`src/rtl/sobel_seq_ctrl.sv`:
```
// Sobel window sequencer: walks a WIDTH x HEIGHT frame as a three-row window over a
// single-transfer bus, pacing row loads, compute shifts and one result write per column.
module sobel_seq_ctrl #(
    parameter int unsigned WIDTH        = 640,
    parameter int unsigned HEIGHT       = 480,
    parameter int unsigned PIX_PER_WORD = 4,
    parameter int unsigned COMP_CYCLES  = 4,
    parameter int unsigned TIMEOUT      = 255
) (
    input  logic                                      clk_i,
    input  logic                                      rst_ni,
    input  logic                                      start,
    input  logic                                      abort,
    input  logic                                      ack_i,
    output logic                                      cyc_o,
    output logic                                      stb_o,
    output logic                                      we_o,
    output logic                                      offset_reset,
    output logic                                      o_offset_cnt_en,
    output logic                                      d_offset_cnt_en,
    output logic                                      prev_row_load,
    output logic                                      curr_row_load,
    output logic                                      next_row_load,
    output logic                                      shift_en,
    output logic                                      busy,
    output logic                                      done_set,
    output logic                                      timeout_err,
    output logic [$clog2(HEIGHT)-1:0]                 row_o,
    output logic [$clog2(WIDTH/PIX_PER_WORD+1)-1:0]   col_o
);

    localparam int unsigned COLS = WIDTH / PIX_PER_WORD;
    localparam int unsigned RW   = $clog2(HEIGHT);
    localparam int unsigned CW   = $clog2(COLS + 1);
    localparam int unsigned KW   = $clog2(COMP_CYCLES + 1);
    localparam int unsigned TW   = (TIMEOUT > 0) ? $clog2(TIMEOUT + 1) : 1;

    localparam logic [RW-1:0] ROW_LAST  = RW'(HEIGHT - 3);
    localparam logic [CW-1:0] COLS_L    = CW'(COLS);
    localparam logic [KW-1:0] COMP_LAST = KW'(COMP_CYCLES - 1);
    localparam logic [TW-1:0] WD_LAST   = TW'((TIMEOUT > 0) ? TIMEOUT - 1 : 0);

    typedef enum logic [2:0] {
        S_IDLE,
        S_RD_PREV,
        S_RD_CURR,
        S_RD_NEXT,
        S_COMP,
        S_WR,
        S_ERR
    } state_t;

    state_t        state_q, state_d;
    logic [RW-1:0] row_q, row_d;
    logic [CW-1:0] rd_q, rd_d;
    logic [CW-1:0] wr_q, wr_d;
    logic [KW-1:0] comp_q, comp_d;
    logic [TW-1:0] wd_q, wd_d;
    logic          bus_st;

    always_ff @(posedge clk_i or negedge rst_ni) begin
        if (!rst_ni) begin
            state_q <= S_IDLE;
            row_q   <= '0;
            rd_q    <= '0;
            wr_q    <= '0;
            comp_q  <= '0;
            wd_q    <= '0;
        end else begin
            state_q <= state_d;
            row_q   <= row_d;
            rd_q    <= rd_d;
            wr_q    <= wr_d;
            comp_q  <= comp_d;
            wd_q    <= wd_d;
        end
    end

    always_comb begin
        state_d         = state_q;
        row_d           = row_q;
        rd_d            = rd_q;
        wr_d            = wr_q;
        comp_d          = comp_q;
        wd_d            = wd_q;
        cyc_o           = 1'b0;
        we_o            = 1'b0;
        offset_reset    = 1'b0;
        o_offset_cnt_en = 1'b0;
        d_offset_cnt_en = 1'b0;
        prev_row_load   = 1'b0;
        curr_row_load   = 1'b0;
        next_row_load   = 1'b0;
        shift_en        = 1'b0;
        done_set        = 1'b0;
        timeout_err     = 1'b0;
        bus_st          = 1'b0;

        case (state_q)
            S_IDLE: begin
                offset_reset = 1'b1;
                if (start) begin
                    row_d   = '0;
                    rd_d    = '0;
                    wr_d    = '0;
                    state_d = abort ? S_IDLE : S_RD_PREV;
                end
            end
            S_RD_PREV: begin
                cyc_o         = 1'b1;
                prev_row_load = 1'b1;
                bus_st        = 1'b1;
                if (ack_i) state_d = S_RD_CURR;
            end
            S_RD_CURR: begin
                cyc_o         = 1'b1;
                curr_row_load = 1'b1;
                bus_st        = 1'b1;
                if (ack_i) state_d = S_RD_NEXT;
            end
            S_RD_NEXT: begin
                cyc_o         = 1'b1;
                next_row_load = 1'b1;
                bus_st        = 1'b1;
                if (ack_i) begin
                    o_offset_cnt_en = 1'b1;
                    rd_d            = rd_q + 1'b1;
                    state_d         = S_COMP;
                end
            end
            S_COMP: begin
                shift_en = 1'b1;
                if (comp_q == COMP_LAST) begin
                    // first column of a row only primes the window; nothing to write yet
                    state_d = (rd_q == CW'(1) && wr_q == '0) ? S_RD_PREV : S_WR;
                end else begin
                    comp_d = comp_q + 1'b1;
                end
            end
            S_WR: begin
                cyc_o  = 1'b1;
                we_o   = 1'b1;
                bus_st = 1'b1;
                if (ack_i) begin
                    d_offset_cnt_en = 1'b1;
                    wr_d            = wr_q + 1'b1;
                    if (wr_q + 1'b1 == COLS_L) begin
                        if (row_q == ROW_LAST) begin
                            done_set = !abort;
                            state_d  = S_IDLE;
                        end else begin
                            row_d   = row_q + 1'b1;
                            rd_d    = '0;
                            wr_d    = '0;
                            state_d = S_RD_PREV;
                        end
                    end else if (rd_q == COLS_L) begin
                        state_d = S_COMP;
                    end else begin
                        state_d = S_RD_PREV;
                    end
                end
            end
            S_ERR: begin
                timeout_err = 1'b1;
                if (start) state_d = S_IDLE;
            end
            default: state_d = S_IDLE;
        endcase

        if (bus_st && !ack_i) begin
            if (TIMEOUT != 0 && wd_q == WD_LAST) state_d = S_ERR;
            else                                 wd_d    = wd_q + 1'b1;
        end

        // abort overrides everything except the completion of an acked transfer
        if (abort && state_q != S_IDLE && state_q != S_ERR) state_d = S_IDLE;

        if (ack_i || state_d != state_q) wd_d = '0;
        if (state_d != S_COMP) comp_d = '0;
    end

    assign stb_o = cyc_o;
    assign busy  = (state_q != S_IDLE) && (state_q != S_ERR);
    assign row_o = row_q;
    assign col_o = rd_q;

endmodule

```
`config.mk`:
```
export PLATFORM = sky130hd
export DESIGN_NAME = sobel_seq_ctrl
export DESIGN_NICKNAME = d
export VERILOG_FILES = /design/src/rtl/sobel_seq_ctrl.sv
export SDC_FILE = /design/constraint.sdc
export NUM_CORES = 1
export LEC_CHECK = 0
export CAP_MARGIN = 20
export CORE_MARGIN = 2
export CORE_UTILIZATION = 42
export DETAILED_ROUTE_END_ITERATION = 6
export SLEW_MARGIN = 20
export SYNTH_ARGS = -nofsm -noshare
export SYNTH_HDL_FRONTEND = slang
export SYNTH_SLANG_ARGS = --single-unit
```
`constraint.sdc`:
```
create_clock -name clk_i -period 2.9 [get_ports clk_i]
set_input_delay 0.58 -clock clk_i [delete_from_list [all_inputs] [get_ports clk_i]]
set_output_delay 0.58 -clock clk_i [all_outputs]
set_load 0.03 [all_outputs]
```
==> results of run 1 <==
==> power groups by stage <==
stage	Sequential [mW]	Clock, mW	Combinational (mW)
final	0.628	0.372	0.738
after global routing	0.636	0.412	0.806
after CTS	0.628	0.386	0.742
after detailed placement	0.639	0	0.737
after global placement	0.639	0	0.741
after floorplan	0.620	0	0.507
==> cell families after synthesis <==
kind of cell	Yosys count	synth area share
AO/OA/AOI/OAI	63	0.158
XOR/XNOR	19	0.0619
adder cells (fa/ha/maj)	11	0.0512
buffers and inverters	29	0.0460
flip-flops	39	0.363
multiplexers	4	0.0163
AND/OR/NAND/NOR	149	0.304
==> through the flow <==
| stage | hold WS, ns | instances | instance area, um^2 | power [mW] |
|---|---|---|---|---|
| 6_report | 0.403 | 431 | 3240 | 1.74 |
| 3_3_place_gp | 0.551 | 423 | 3140 | 1.38 |
| 3_5_place_dp | 0.548 | 423 | 3140 | 1.38 |
| 2_1_floorplan | 0.284 | 314 | 2690 | 1.13 |
| 5_1_grt | 0.482 | 431 | 3240 | 1.85 |
| 4_1_cts | 0.448 | 431 | 3230 | 1.76 |
==> timing repair <==
item,in CTS,in global routing
setup endpoints to repair,0,1
resized for setup,0,2
hold buffers,0,0
==> per-layer routing <==
| metal | global-route usage | vias up | routed length (um) |
|---|---|---|---|
| met5 | 0 | - | 0 |
| met4 | 0.0572 | 0 | 120 |
| met3 | 0.0396 | 13 | 270 |
| met2 | 0.315 | 59 | 3080 |
| met1 | 0.271 | 1146 | 3200 |
| li1 | - | 1222 | - |
==> area by class of cell <==
class / instances / area (um^2)
multi-input cells: 246 / 1600
repair buffers: 46 / 418
clock inverters: 3 / 20.0
well taps: 77 / 96.3
fillers: 622 / 3040
flip-flops and latches: 39 / 976
inverters: 15 / 56.3
clock buffers: 5 / 68.8
==> critical path: cells and delay by family, from the launching register on <==
kind,cells,cell delay (ns)
AO/OA/AOI/OAI,3,0.63
flip-flops,1,0.44
adder cells (fa/ha/maj),1,0.27
AND/OR/NAND/NOR,3,1.31
==> cell usage in the layout (no fill, tap or decap), types with 3 or more instances in the layout <==
cell,count
nand2b_1,3
clkdlybuf4s50_1,30
a22o_1,3
xor2_1,13
and4b_1,3
mux2_2,3
nor2_1,29
or4_1,3
and2_1,6
and4_1,3
o31ai_1,5
nand4_1,16
nand3_1,7
nor3_1,16
dfrtp_1,39
and3_1,5
inv_1,15
o211ai_1,5
buf_4,15
nor2b_1,4
a21oi_1,10
o21ai_0,19
ha_1,11
xnor2_1,6
nand2_1,34
a31oi_1,3
clkbuf_8,5
==> worst paths after layout <==
check | startpoint | slack (ns) | to
max | wr_q[0]$_DFFE_PN0P_ | 0.19 | col_o[7]$_DFFE_PN0P_
min | rst_ni | 0.40 | wr_q[3]$_DFFE_PN0P_
max reg2reg | wr_q[0]$_DFFE_PN0P_ | 0.19 | col_o[7]$_DFFE_PN0P_
min reg2reg | wr_q[6]$_DFFE_PN0P_ | 0.57 | wr_q[6]$_DFFE_PN0P_
max in group asynchronous | rst_ni | 1.95 | wd_q[1]$_DFFE_PN0P_
min in group clk_i | wr_q[6]$_DFFE_PN0P_ | 0.57 | wr_q[6]$_DFFE_PN0P_
==> sequential cells by signal, summed over array words and instances (netlist names) <==
signal,cells
wr_q,8
comp_q,3
state_q,3
row_o,9
wd_q,8
col_o,8
==> summary.txt, run 1 <==
status = finished clean
RSZ-0062 raised after global routing = no
antenna-violating nets left = 0
Layout Nets = 369
Slew @ Worst Pin = 0.880 ns
setup ws final = 0.188 ns
layout cells sized above 1 = 0.105
Max transition margin = 0.413
Async S/R FF share, synth = 1.00
Core Region = 0.00628 mm^2
H-tree depth = 2
Sw Ratio = 0.412
clock skew = 0.00883 ns
wire per inst = 15.5 um
post-route minimum period = 2.71 ns
Post-synth EDFFs = 0
clock-pin slew on the worst setup and hold paths = 0.08 ns
part of the power in registers = 0.362
Synth Cell Area = 0.00269 mm^2
first-pass GRT wire length = 11400 um
Critical Path RT = 3.13 ns
DIE AREA = 0.00706 mm^2
initial core utilization = 0.429
DRT iter0 DRCs = 94
cell taking the most area after synthesis = dfrtp_1
Unique masters post-synth = 57
vias in the first global route = 2357
post-DP HPWL = 4940 um
sequential-to-total area share from yosys stat = 0.363
Pwr Density = 537 mW/mm^2
critical path endpoint category = register
register bit total from synthesis = 39
crit path launch type = register
Tot GR Track Use = 0.197
Chip Height = 84.0 um
final max-slew violation count = 0
antenna violations before repair = 0
top cells by count, synth = dfrtp_1 (39), nand2_1 (34), nor2_1 (29)
syn nets = 330
hold crit path type = input port to asynchronous set/reset pin
Root Driver = clkbuf_8
syn avg cell area = 8.57 um^2
area delta synth->final = 20.3%
drt pass-1 iters = 4
WP data arrival = 2.94 ns
CP max-delay cell = or3_1
Cells after Synth = 314
Reg2Reg Depth = 7
Peak Freq = 369 MHz
CTS tree = yes
crit share post-route = 0.935
top-count cell post-synth = dfrtp_1
clk_lat worst skew = 0.30 ns
Post-Route WL = 6670 um
Fin. Hold Viols = 0
Post-CTS Setup Repair Bufs = 0
largest net degree at the start of global routing = 40
crit path max fanout = 9
Worst VDD drop = 0.473 mV
Leak = 1.37 nW
top-area cell type share of the netlist area = 0.363
final setup fails = 0
clock share of power = 0.214
CTS sink cnt = 39
die span in x = 84.0 um
Pint = 1.02 mW
synth warn = 0
Psw = 0.716 mW
Logic pwr share = 0.424
Antenna diodes = 0
vias per cell = 5.66
Most used DFF post-synth = dfrtp_1
num ports = 35
Setup CP Type = register to register
pre-CTS worst setup slack = 0.154 ns
top post-synthesis cells by area = dfrtp_1 (36%), ha_1 (5.1%), nand2_1 (4.7%)
maxcap violations = 0
TritonCTS Buffers = 5
critical-path cell list = ha_1 > and2_1 > a31oi_1 > a211oi_1 > or3_1 > or4_1 > a21oi_1
via count = 2440
GPL Wtd Cong = 0.899
total gr overflow = 0
num rows = 29
Max stage delay on crit path = 0.55 ns
PortBufs = 34
final core utilization = 0.516
number of remaining DRC errors = 0
Max Root-Sink Buffers = 2
Sum Neg Setup Slack = 0 ns
Note: power is estimated with default switching activity, not from simulation.
==> run 2, diff against run 1 <==
--- a/config.mk
+++ b/config.mk
@@ -5,10 +5,12 @@
 export SDC_FILE = /design/constraint.sdc
 export NUM_CORES = 1
 export LEC_CHECK = 0
+export ABC_CLOCK_PERIOD_IN_PS = 2900
 export CAP_MARGIN = 20
 export CORE_MARGIN = 2
 export CORE_UTILIZATION = 42
 export DETAILED_ROUTE_END_ITERATION = 6
+export GPL_ROUTABILITY_DRIVEN = 0
 export SLEW_MARGIN = 20
 export SYNTH_ARGS = -nofsm -noshare
 export SYNTH_HDL_FRONTEND = slang
==> results of run 2 <==
Final layout, timing and power as in run 1 (identical DEF).
==> run 3, diff against run 2 <==
--- a/config.mk
+++ b/config.mk
@@ -5,7 +5,6 @@
 export SDC_FILE = /design/constraint.sdc
 export NUM_CORES = 1
 export LEC_CHECK = 0
-export ABC_CLOCK_PERIOD_IN_PS = 2900
 export CAP_MARGIN = 20
 export CORE_MARGIN = 2
 export CORE_UTILIZATION = 42
==> results of run 3 <==
Final layout, timing and power as in run 1 (identical DEF).
